## src/rtl/cc_line_fill_deserializer.sv

```systemverilog
// Cache fill path: gathers an 8-beat wrap-order AXI R burst into one aligned 512b line
// and hands it, with its tag/index, to the array write port.
module cc_line_fill_deserializer #(
  parameter int unsigned TAG_WIDTH   = 17,
  parameter int unsigned INDEX_WIDTH = 9
) (
  input  logic                   clk,
  input  logic                   rst_n,
  input  logic                   fill_req_valid_i,
  output logic                   fill_req_ready_o,
  input  logic [2:0]             fill_req_word_i,
  input  logic [TAG_WIDTH-1:0]   fill_req_tag_i,
  input  logic [INDEX_WIDTH-1:0] fill_req_index_i,
  input  logic [63:0]            mem_rdata_i,
  input  logic                   mem_rlast_i,
  input  logic                   mem_rvalid_i,
  output logic                   mem_rready_o,
  output logic                   line_valid_o,
  input  logic                   line_ready_i,
  output logic [511:0]           line_data_o,
  output logic [TAG_WIDTH-1:0]   line_tag_o,
  output logic [INDEX_WIDTH-1:0] line_index_o,
  output logic                   fill_err_o
);

  typedef enum logic [1:0] {StIdle, StCollect, StWrite} state_e;

  state_e                 state_q, state_d;
  logic [2:0]             cnt_q;
  logic [2:0]             start_q;
  logic [TAG_WIDTH-1:0]   tag_q;
  logic [INDEX_WIDTH-1:0] index_q;
  logic [7:0][63:0]       line_q;
  logic                   err_q;

  logic       req_fire;
  logic       beat_fire;
  logic       line_fire;
  logic [2:0] slot;
  logic       last_beat;

  assign req_fire  = fill_req_valid_i & (state_q == StIdle);
  assign beat_fire = mem_rvalid_i & (state_q == StCollect);
  assign line_fire = line_ready_i & (state_q == StWrite);
  assign last_beat = (cnt_q == 3'd7);
  // 3-bit add gives the wrap-burst slot for free
  assign slot      = start_q + cnt_q;

  // State register
  always_ff @(posedge clk or negedge rst_n) begin
    if (!rst_n) begin
      state_q <= StIdle;
    end else begin
      state_q <= state_d;
    end
  end

  // Next-state logic
  always_comb begin
    state_d = state_q;
    unique case (state_q)
      StIdle:    if (fill_req_valid_i) state_d = StCollect;
      StCollect: if (mem_rvalid_i && last_beat) state_d = StWrite;
      StWrite:   if (line_ready_i) state_d = StIdle;
      default:   state_d = StIdle;
    endcase
  end

  // Request latch, beat counter, line buffer and sticky error
  always_ff @(posedge clk or negedge rst_n) begin
    if (!rst_n) begin
      cnt_q   <= 3'd0;
      start_q <= 3'd0;
      tag_q   <= '0;
      index_q <= '0;
      line_q  <= '0;
      err_q   <= 1'b0;
    end else begin
      if (req_fire) begin
        cnt_q   <= 3'd0;
        start_q <= fill_req_word_i;
        tag_q   <= fill_req_tag_i;
        index_q <= fill_req_index_i;
      end
      if (beat_fire) begin
        line_q[slot] <= mem_rdata_i;
        cnt_q        <= cnt_q + 3'd1;
        // rlast must mark exactly the 8th beat
        if (mem_rlast_i != last_beat) begin
          err_q <= 1'b1;
        end
      end
    end
  end

  // Outputs; ready is held low while reset is asserted
  always_comb begin
    fill_req_ready_o = rst_n && (state_q == StIdle);
    mem_rready_o     = (state_q == StCollect);
    line_valid_o     = (state_q == StWrite);
    line_data_o      = line_q;
    line_tag_o       = tag_q;
    line_index_o     = index_q;
    fill_err_o       = err_q;
  end

  logic unused_line_fire;
  assign unused_line_fire = line_fire;

endmodule

```

## config.mk

```make
export PLATFORM = sky130hd
export DESIGN_NAME = cc_line_fill_deserializer
export DESIGN_NICKNAME = d
export VERILOG_FILES = /design/src/rtl/cc_line_fill_deserializer.sv
export SDC_FILE = /design/constraint.sdc
export NUM_CORES = 1
export LEC_CHECK = 0
export CAP_MARGIN = 20
export CORE_AREA = 2 2 250 252
export CTS_CLUSTER_DIAMETER = 100
export DETAILED_ROUTE_END_ITERATION = 6
export DIE_AREA = 0 0 252 254
export PLACE_DENSITY_LB_ADDON = 0.15
export RECOVER_POWER = 25
export SLEW_MARGIN = 20
export SYNTH_ARGS = -nofsm -noshare
export SYNTH_HDL_FRONTEND = slang
export SYNTH_SLANG_ARGS = --single-unit
```

## constraint.sdc

```tcl
create_clock -name clk -period 3.6 [get_ports clk]
set_clock_uncertainty 0.15 [all_clocks]
set_input_delay 0.54 -clock clk [delete_from_list [all_inputs] [get_ports clk]]
set_output_delay 0.54 -clock clk [all_outputs]
set_load 0.005 [all_outputs]
```

; ---- Word level (Yosys, flattened, before mapping)
; Index checks and enable logic that the tools add are counted.
[classes]
n_addsub = 2
magnitude_cmp = 2
eq_ne = 7
n_mux = 9
bitwise_logic = 2
n_reduce_logical = 7
[op_table]
columns = op, n
row1 = $bwmux W512, 1
row2 = $demux W64 S3, 1
row3 = $mux W64, 1
row4 = $mux W2, 3
row5 = $mux W3, 2
row6 = $pmux W2 S3, 1
row7 = $lt A3 B4 Y1 const B, 1
row8 = $ne A2 B1 Y1 const B, 2
row9 = $add A3 B1 Y3 const B, 1
row10 = $add A3 B3 Y3, 1
row11 = $eq A3 B3 Y1 const B, 1
row12 = $ge A3 B1 Y1 const B, 1
row13 = $logic_and A1 B1 Y1, 3
row14 = $reduce_and A3 Y1, 1
row15 = $and A1 B1 Y1, 2
row16 = $eq A2 B1 Y1 const B, 1
row17 = $eq A2 B2 Y1 const B, 1
row18 = $logic_not A2 Y1, 1
row19 = $ne A2 B2 Y1 const B, 1
row20 = $reduce_and A2 Y1, 1
row21 = $reduce_bool A2 Y1, 1
row22 = $ne A1 B1 Y1, 1
[totals]
reg_bits = 547
output_inout_bits = 542

; ---- Longest topological paths before layout
; Gate-level depths: netlist of the first run.
[logic_depth]
depth_word = 6
depth_mapped = 7

; ---- Least setup slack after synthesis of the first run
; OpenSTA, ideal clock, no wires.
[synth_timing]
kind = register -> register
from = register cnt_q[0]
to = register line_q, in the netlist line_data_o[131]
arrival_time_ps = 2314
required_time_ps = 3325
setup_slack_ps = 1011
path_stages_with_launch = 8
n_path_buf = 1
period_less_slack_ps = 2589
cell_sequence = dfrtp_1 > ha_1 > inv_1 > fa_1 > nand4bb_1 > nor3_4 > buf_6 > mux2_2
[synth_between]
elab_chain_cells = 6
[synth_lines]
columns = element, line
row1 = start: declaration, 29  ; logic [2:0] cnt_q;
row2 = start signal: assignment, 87  ; cnt_q <= cnt_q + 3'd1;
row3 = $add A3 B3 Y3 (*), 47  ; assign slot = start_q + cnt_q;
row4 = $lt A3 B4 Y1 (not written as such) / $ge A3 B1 Y1 (equally long branches), 86  ; line_q[slot] <= mem_rdata_i;
row5 = $logic_and A1 B1 Y1 (not written as such), 86
row6 = $mux W64 (not written as such), 86
row7 = $demux W64 S3 (*), 86
row8 = $bwmux W512 (*), 86
row9 = end signal: indexed assignment, 86
row10 = end: declaration, 33  ; logic [7:0][63:0] line_q;
; Mark *: on every way between the ends. The rest lies on a longest branch, timed or not.
; A chain may end at the register's enable or synchronous reset.

; ---- Worst setup path in the final report of the first run
[layout_timing]
from = register cnt_q[0]
to = register line_q, in the netlist line_data_o[451]
; Same word-level chain as after synthesis.

==> summary.md, run 1 <==
| Metric | Value |
|---|---|
| Largest area contributor in the netlist | dfrtp_1 |
| Worst Path Max Fanout | 31 |
| Peak VDD IR | 0.0004902 V |
| M1 GR Usage | 23.43% |
| Most Used Layer, Global Route | met2 |
| Final setup vio count | 0 |
| Vias in the first global route | 13610 |
| Placer congestion estimate | 0.7381 |
| CP startpoint kind | register |
| Largest net degree at the start of global routing | 158 |
| DR pass1 iterations | 4 |
| Peak Freq | 339.5 MHz |
| Worst Hold Class | input pin to async pin |
| Die height | 254 um |
| Synth cell types | 27 |
| WL final | 63490 um |
| Final hold slack | between 0.2 and 0.25 ns |
| GR Util met2 | ~32% |
| Setup TNS | 0 ns |
| Rows | slightly above 90 |
| Mapped Area | 0.02042 mm2 |
| Die width | about 250 um |
| Share of cells above drive strength 1 | roughly a third |
| Tmin final | 2.946 ns |
| # fillers | 5320 |
| Violated checks | capacitance limit, slew limit |
| Tcrit/Tclk final | 81.83% |
| Sequential fraction of the synthesis area | 67.02% |
| CORE AREA | between 0.06 and 0.07 mm2 |
| Final hold violation count | 0 |
| RSZ-0062 raised after global routing | false |
| Met3 usage | 7.508% |
| Worst Max-Slew Pin Slew | between 2 and 2.5 ns |
| Vias per std cell | 4.734 |
| Setup Fix Bufs, Post-CTS | 0 |
| CP Data Required Time | a little under 4 ns |
| DRC | 0 |
| Lkg Pwr | about 13 nW |
| I/O Buffers | 640 |
| Synth area leaders | dfrtp_1 (67%), mux2_2 (28%), mux2_1 (1.5%) |
| Post-Syn Nets | approximately 1300 |
| Gr usage total | around a fifth |
| GR Overflow Total | 0 |
| Worst slack, placed | 0.6580 ns |
| Post-route setup slack | 0.6541 ns |
| CTS buffer count | 60 |
| PD cells | roughly 1000 mW/mm2 |
| Top cell type's share of synthesized area | 67.02% |
| Yosys reg bits | about 550 |
| First DRT Iteration DRCs | 438 |
| Pins Over Slew Limit | 383 |
| CP Class | register to register |
| Slew headroom | -38.30% |
| Placed inst area | 0.02789 mm2 |
| Final Cell Area | 0.02985 mm2 |
| Synthesized area per cell | 17.35 um2 |
| Initial antenna violation count | 4 |
| Clk slew on worst S/H paths | 0.06 ns |
| Routed Antenna Nets | 0 |
| Ys Warns | 0 |
| Worst EP arrival | 3.27 ns |
| Endpoint class of the critical path | register |
| Number of max-cap violations | 3 |
| I/O pin cnt | 641 |
| TritonCTS Sinks | 547 |
| First-pass GRT wire length | 93020 um |
| H-tree depth | 2 |
| CTS tree | yes |
| CTS max path bufs | 3 |
| CTS root buf | clkbuf_16 |
| Die area | 0.06401 mm2 |
| Outcome | finished with violations |
| Area delta synth->final | 46.17% |
| Initial Util | 33.34% |
| WL/cell | 23.59 um |
| Clock latency on the worst-skew pair | 0.59 ns |
| Vias | around 13000 |
| Nets | 1952 |
| Hpwl dp | about 43000 um |
| Post-Syn Instances | 1177 |
-- worst max-delay path, cell delays in order, from the launching register on --
cell and delay, ns:
dfrtp_1 0.41, ha_1 0.22, inv_1 0.08, fa_1 0.46, nor4bb_1 0.32, buf_4 0.19
nand3_4 0.30, buf_12 0.34, mux2_2 0.31
-- cells in the mapped netlist --
library cell	instances
dfrtp_1	547
mux2_2	514
buf_2	43
mux2_1	27
buf_6	6
inv_1	4
nand3_1	4
nor3_4	4
clkbuf_1	3
ha_1	3
a21o_1	2
a22o_1	2
nand2_1	2
nor2b_1	2
nor3b_1	2
a32o_1	1
and3b_1	1
and4b_1	1
fa_1	1
nand4b_1	1
nand4bb_1	1
nor2_1	1
nor4bb_1	1
o21ai_0	1
xnor3_2	1
xor2_1	1
xor3_2	1
-- stage by stage --
stage | power [mW] | util [%] | cells
global placement | 25.09 | 45.53 | 2576
global route | 32.88 | 48.73 | 2691
floorplan | 16.47 | - | 1177
finish | 31.13 | 48.74 | 2692
CTS | 31.63 | 48.79 | 2688
detailed placement | 25.37 | 45.53 | 2576
-- worst paths after layout --
check	start	to	slack [ns]	cells past startpoint
setup / recovery	cnt_q[0]$_DFFE_PN0P_	line_data_o[451]$_DFFE_PN0P_	0.65	8
hold / removal	rst_n	line_data_o[138]$_DFFE_PN0P_	0.20	2
setup reg to reg	cnt_q[0]$_DFFE_PN0P_	line_data_o[451]$_DFFE_PN0P_	0.65	8
hold reg to reg	fill_err_o$_DFFE_PN0P_	fill_err_o$_DFFE_PN0P_	0.31	1
max in group asynchronous	rst_n	line_data_o[370]$_DFFE_PN0P_	0.77	3
min in group clk	fill_err_o$_DFFE_PN0P_	fill_err_o$_DFFE_PN0P_	0.31	1
-- where the power goes --
part / internal [mW] / switching, mW
clock network: 3.63 / 2.46
logic: 8.97 / 5.18
registers: 9.32 / 1.56
-- layout by cell type, fill, tap and decap left out, types with 9 or more instances in the layout --
master	synthesis	routed
clkdlybuf4s50_1	0	639
dfrtp_1	547	547
mux2_2	514	514
clkbuf_16	0	61
mux2_1	27	27
clkbuf_8	0	19
clkbuf_1	3	15
clkinv_2	0	11
buf_12	0	9
buf_4	0	9
-- cell type report --
type                       count  area [um2]  area share (%)
tap                          790       988.4           3.311
timing repair buffer         662        6691           22.41
sequential                   547       13690           45.85
clock buffer                  95        1844           6.177
inverter                       4       15.01         0.05029
multi-input combinational    574        6477           21.70
clock inverter                16       140.1          0.4694
antenna                        4       10.01         0.03353
-- what timing repair did --
action / in CTS / in global routing
resized for setup: 0 / 0
hold buffers: 1 / 0
hold endpoints to repair: 10 / 0
-- per-layer routing --
layer	part of all wire, %	routed length (um)	vias to the layer above
met3	9.0	5738	93
met1	40	25190	6651
met5	0.020	13	-
met2	49	30940	423
met4	2.5	1613	2
li1	-	-	5574
-- flip-flops by register name, summed over array words and instances (netlist names) --
signal / count
line_tag_o: 17
cnt_q: 3
start_q: 3
state_q: 2
line_data_o: 512
fill_err_o: 1
line_index_o: 9
-- logic make-up after synthesis --
| kind of cell | after synthesis | share of synthesized area, % |
|---|---|---|
| adder cells (fa/ha/maj) | 4 | 0.2818 |
| buffers and inverters | 56 | 1.513 |
| flip-flops | 547 | 67.02 |
| multiplexers | 541 | 29.83 |
| AND/OR/NAND/NOR | 20 | 0.8454 |
| AO/OA/AOI/OAI | 6 | 0.2328 |
| XOR/XNOR | 3 | 0.2818 |
Power figures use the tool's default switching activity.
==> run 2, diff against run 1 <==
- clock period: 3.6 -> 2.4 ns (I/O delays scaled with it)
==> summary.md, run 2 (synthesis gave the netlist of run 1 again) <==
| Metric | Value |
|---|---|
| Outcome | finished with violations |
| Violated checks | setup timing |
| PD cells | 1591 mW/mm2 |
| CP Class | register to register |
| Critical path's slowest cell | fa_2 |
| First-pass GRT wire length | between 90000 and 100000 um |
| CTS buffer count | 60 |
| Endpoint class of the critical path | register |
| Peak VDD IR | 0.0008191 V |
| Slew headroom | 43.15% |
| RSZ-0062 raised after global routing | true |
| Worst R2R Path Depth | 9 |
| Most Used Layer, Global Route | met2 |
| Worst hold endpoint | start_q[1]$_DFFE_PN0P_ |
| Tmin final | between 2 and 3 ns |
| Clk slew on worst S/H paths | 0.05 ns |
| I/O Buffers | 640 |
| CTS root buf | clkbuf_16 |
| Hold Path Depth | 3 |
| DR pass1 iterations | 4 |
| Peak Freq | 391.2 MHz |
| Pins Over Slew Limit | 0 |
| Max reg flops | 512 |
| Reg-to-reg startpoint | cnt_q[0]$_DFFE_PN0P_ |
| Top delay family on crit path | adder cells |
| Share of cells above drive strength 1 | 36.74% |
| Vias in the first global route | 13960 |
| CORE AREA | 0.06126 mm2 |
| TritonCTS Sinks | 547 |
| Worst Path Max Fanout | 8 |
| Gr usage total | 20.43% |
| Tcrit/Tclk final | 106.5% |
| CP max stage delay | around 0.45 ns |
| # fillers | 5167 |
| Critical-path cell list | ha_2 > inv_2 > fa_2 > nand4bb_4 > nor3_4 > buf_8 > buf_12 > buf_16 > mux2_4 |
| Final setup vio count | ~510 |
| I/O pin cnt | about 640 |
| Setup TNS | -41.61 ns |
| Die width | between 200 and 300 um |
| Largest net degree at the start of global routing | 145 |
| Worst Hold Class | input pin to register |
| Rows | between 90 and 100 |
| Area delta synth->final | 54.61% |
| Number of max-cap violations | 0 |
| Worst EP arrival | 2.89 ns |
| Worst slack, placed | -0.2965 ns |
| Post-route setup slack | -0.1564 ns |
| CTS tree | yes |
| H-tree depth | 2 |
| Worst Max-Slew Pin Slew | 0.8527 ns |
| CP startpoint kind | register |
| WL/cell | 25.06 um |
| Reg2Reg Setup Slack | -0.16 ns |
| Hold wc startpoint | fill_req_word_i[1] |
| Vias per std cell | 4.742 |
| Initial Util | 33.34% |
| CP Data Required Time | 2.73 ns |
| Commonest non-fill, non-tap cell in the layout | clkdlybuf4s50_1 |
| Final hold violation count | 0 |
| First DRT Iteration DRCs | 575 |
| Placer congestion estimate | 0.7621 |
| Die area | 0.06401 mm2 |
| Most frequent cells in the layout | clkdlybuf4s50_1 (638), dfrtp_1 (545), mux2_2 (350) |
| Vias | 12990 |
| DRC | 0 |
| CTS max path bufs | 3 |
| Die height | 254 um |
| M1 GR Usage | 24.03% |
| Nets | around 2000 |
| Reg-to-reg endpoint | line_data_o[437]$_DFFE_PN0P_ |
| GR Util met2 | 35.25% |
| Clock latency on the worst-skew pair | 0.60 ns |
| Hpwl dp | approximately 45000 um |
| WL final | 68630 um |
| Diode count | 0 |
| Routed Antenna Nets | 0 |
| Met3 usage | 6.371% |
| Buf/Inv on CP | 4 |
| Initial antenna violation count | 2 |
| Lkg Pwr | 13.63 nW |
| GR Overflow Total | 0 |
## run 2: changes by cell type in the layout (fill, tap and decap cells not counted), sizes merged
cell	before	now
buf	19	65
bufinv	2	1
clkbuf	98	108
dlymetal6s2s	0	1
clkdlybuf4s50	639	638
clkinv	12	8
diode	4	0
## run 2: worst max path at each step
stage / start / endpoint / slack, ns / cells past startpoint
detailed placement: cnt_q[0]$_DFFE_PN0P_ / line_data_o[298]$_DFFE_PN0P_ / -0.30 / 7
finish: cnt_q[0]$_DFFE_PN0P_ / line_data_o[437]$_DFFE_PN0P_ / -0.16 / 9
floorplan: cnt_q[0]$_DFFE_PN0P_ / line_data_o[270]$_DFFE_PN0P_ / -0.13 / 7
global route: cnt_q[0]$_DFFE_PN0P_ / line_data_o[445]$_DFFE_PN0P_ / -0.26 / 9
CTS: cnt_q[0]$_DFFE_PN0P_ / line_data_o[4]$_DFFE_PN0P_ / -0.18 / 9
global placement: cnt_q[0]$_DFFE_PN0P_ / line_data_o[296]$_DFFE_PN0P_ / -0.25 / 7
## run 2: tightest hold or removal path, stage by stage
cell and delay (ns):
clkdlybuf4s50_1 0.40, nand2_1 0.05, o21ai_0 0.07
## run 2: stage by stage
stage	power, mW	instance area [um2]	hold slack (ns)	util [%]	std cells
floorplan	25.29	20700	-0.08559	-	1177
global placement	38.74	28450	0.2968	46.45	2602
detailed placement	39.17	28450	0.3068	46.45	2602
CTS	49.83	31070	0.1338	50.72	2727
global route	52.81	31580	0.1931	51.55	2739
finish	50.25	31580	0.1819	51.55	2739
## run 2: timing repair
item,4_1_cts,5_1_grt
hold buffers,1,0
setup buffers,11,3
gates resized for setup,99,81
endpoints found under the hold margin,91,0
setup endpoints to repair,513,513
pin swaps,3,1
cloned,7,10
## run 2: cell type report
class | instances | area [um2] | share of cell area [%]
repair buffers | 718 | 7771 | 24.61
well taps | 790 | 988.4 | 3.130
clock buffers | 95 | 1824 | 5.777
clock inverters | 11 | 96.34 | 0.3051
flip-flops and latches | 547 | 13690 | 43.36
inverters | 4 | 15.01 | 0.04755
multi-input cells | 574 | 7192 | 22.78
## run 2: report_power, final
| group | internal [mW] | switching, mW | total (mW) |
|---|---|---|---|
| sequential | 14.0 | 2.49 | 16.5 |
| clock | 5.27 | 3.70 | 8.97 |
| combinational | 16.2 | 8.64 | 24.8 |
## run 2: metal layers
layer | share of wire (%) | vias to the layer above | wire, um
li1 | - | 5661 | -
met1 | 39 | 6812 | 26770
met2 | 51 | 400 | 34850
met3 | 7.0 | 112 | 4828
met4 | 3.2 | 2 | 2173
met5 | 0.010 | - | 7
==> run 3, diff against run 2 <==
- CTS_CLUSTER_DIAMETER: 100 -> unset
==> summary.md, run 3 (synthesis gave the netlist of run 1 again) <==
| Metric | Value |
|---|---|
| Outcome | finished with violations |
| Violated checks | setup timing |
| Die height | 254 um |
| Setup TNS | -42.52 ns |
| Endpoint class of the critical path | register |
| Tcrit/Tclk final | 105.9% |
| DRC | 0 |
| Total power | 49.97 mW |
| Area delta synth->final | 53.70% |
| RSZ-0062 raised after global routing | true |
| Largest net degree at the start of global routing | 145 |
| CTS tree | yes |
| Worst EP arrival | 2.88 ns |
| Hold Path Depth | 3 |
| H-tree depth | 2 |
| Hpwl dp | roughly 45000 um |
| DR pass1 iterations | 4 |
| Clock latency on the worst-skew pair | 0.60 ns |
| Most frequent cells in the layout | clkdlybuf4s50_1 (638), dfrtp_1 (545), mux2_2 (377) |
| Worst slack, placed | -0.2965 ns |
| I/O Buffers | 640 |
| Vias | approximately 13000 |
| Vias in the first global route | 13980 |
| Number of max-cap violations | 0 |
| Final hold violation count | 0 |
| Worst Max-Slew Pin Slew | 1.051 ns |
| Post-route setup slack | -0.1414 ns |
| Final Core Density | 51.25% |
| TritonCTS Sinks | 547 |
| Nets | 2004 |
| Worst Path Max Fanout | 12 |
| Final hold slack | 0.1848 ns |
| WL final | 68720 um |
| Peak VDD IR | 0.0008194 V |
| CP startpoint kind | register |
| Gr usage total | 20.59% |
| CTS buffer count | 59 |
| Lkg Pwr | 13.52 nW |
| Initial antenna violation count | 2 |
| Slew headroom | 29.91% |
| Pins Over Slew Limit | 0 |
| Max reg flops | 512 |
| Final setup vio count | 510 |
| Peak Freq | slightly below 400 MHz |
| Diode count | 0 |
| GR Overflow Total | 0 |
| Rows | 91 |
| Commonest non-fill, non-tap cell in the layout | clkdlybuf4s50_1 |
| Die area | 0.06401 mm2 |
| WL/cell | around 25 um |
| CTS max path bufs | 3 |
| Initial Util | around 33% |
| CTS root buf | clkbuf_16 |
| Vias per std cell | between 4 and 5 |
| Worst R2R Path Depth | 9 |
| Routed Antenna Nets | 0 |
| CORE AREA | around 0.06 mm2 |
| I/O pin cnt | 641 |
| PD cells | ~1600 mW/mm2 |
| CP Class | register to register |
| Die width | 252 um |
| CP Data Required Time | 2.74 ns |
| Worst Hold Class | input pin to register |
| Clk slew on worst S/H paths | 0.06 ns |
| Share of cells above drive strength 1 | 36.64% |
| Tmin final | 2.541 ns |
| First-pass GRT wire length | around 98000 um |
| First DRT Iteration DRCs | between 600 and 700 |
| Placer congestion estimate | between 0.7 and 0.8 |
## run 3: cell count changes in the layout (fill, tap and decap cells not counted), sizes merged
cell / change
buf: -6
bufinv: +1
clkinv: +4
clkinvlp: -1
inv: -1
## run 3: power breakdown
group          switching (mW)  internal (mW)  leakage [nW]
combinational            8.58           15.8          5.96
sequential               2.47           14.0          6.60
clock                    3.72           5.36         0.966
## run 3: final timing paths
kind | slack (ns) | from | end
max in group asynchronous | 0.16 | rst_n | line_data_o[354]$_DFFE_PN0P_
setup reg to reg | -0.14 | cnt_q[0]$_DFFE_PN0P_ | line_data_o[28]$_DFFE_PN0P_
setup / recovery | -0.14 | cnt_q[0]$_DFFE_PN0P_ | line_data_o[28]$_DFFE_PN0P_
hold / removal | 0.18 | fill_req_word_i[1] | start_q[1]$_DFFE_PN0P_
min in group asynchronous | 0.44 | rst_n | cnt_q[2]$_DFFE_PN0P_
hold reg to reg | 0.31 | fill_err_o$_DFFE_PN0P_ | fill_err_o$_DFFE_PN0P_
## run 3: worst max-delay path, stage by stage (launching register included)
cell and delay (ns):
dfrtp_1 0.35, ha_2 0.18, inv_2 0.04, fa_2 0.55
nand4b_1 0.11, buf_6 0.15, nor3_4 0.15, buf_6 0.23
buf_16 0.20, mux2_4 0.31
## run 3: metrics by stage
| stage | area [um2] | cells |
|---|---|---|
| after detailed placement | 28450 | 2602 |
| final | 31390 | 2736 |
| after global routing | 31390 | 2736 |
| after floorplan | 20700 | 1177 |
| after global placement | 28450 | 2602 |
| after CTS | 31120 | 2727 |
## run 3: timing repair
action | CTS | global route
endpoints found under the hold margin | 91 | 0
gates resized for setup | 117 | 29
pin swaps | 3 | 1
gates cloned | 8 | 9
hold buffers | 1 | 0
buffers inserted | 10 | 0
endpoints found under the setup margin | 513 | 513
## run 3: per-layer routing
layer  vias to the layer above  wire length (um)  track usage [%]  part of all wire, %
li1                       5670                 -                -                    -
met1                      6788             26870            24.19                   39
met2                       394             34830            35.48                   51
met3                       112              4732            6.381                  6.9
met4                         2              2278            7.439                  3.3
met5                         -                11                0                0.016
## run 3: final cells by class
| class | instances | area, um2 |
|---|---|---|
| Clock buffer | 92 | 1813 |
| Clock inverter | 14 | 131.4 |
| Fill cell | 5206 | 29860 |
| Inverter | 4 | 15.01 |
| Multi-Input combinational cell | 574 | 7083 |
| Sequential cell | 547 | 13690 |
| Tap cell | 790 | 988.4 |
| Timing Repair Buffer | 715 | 7671 |
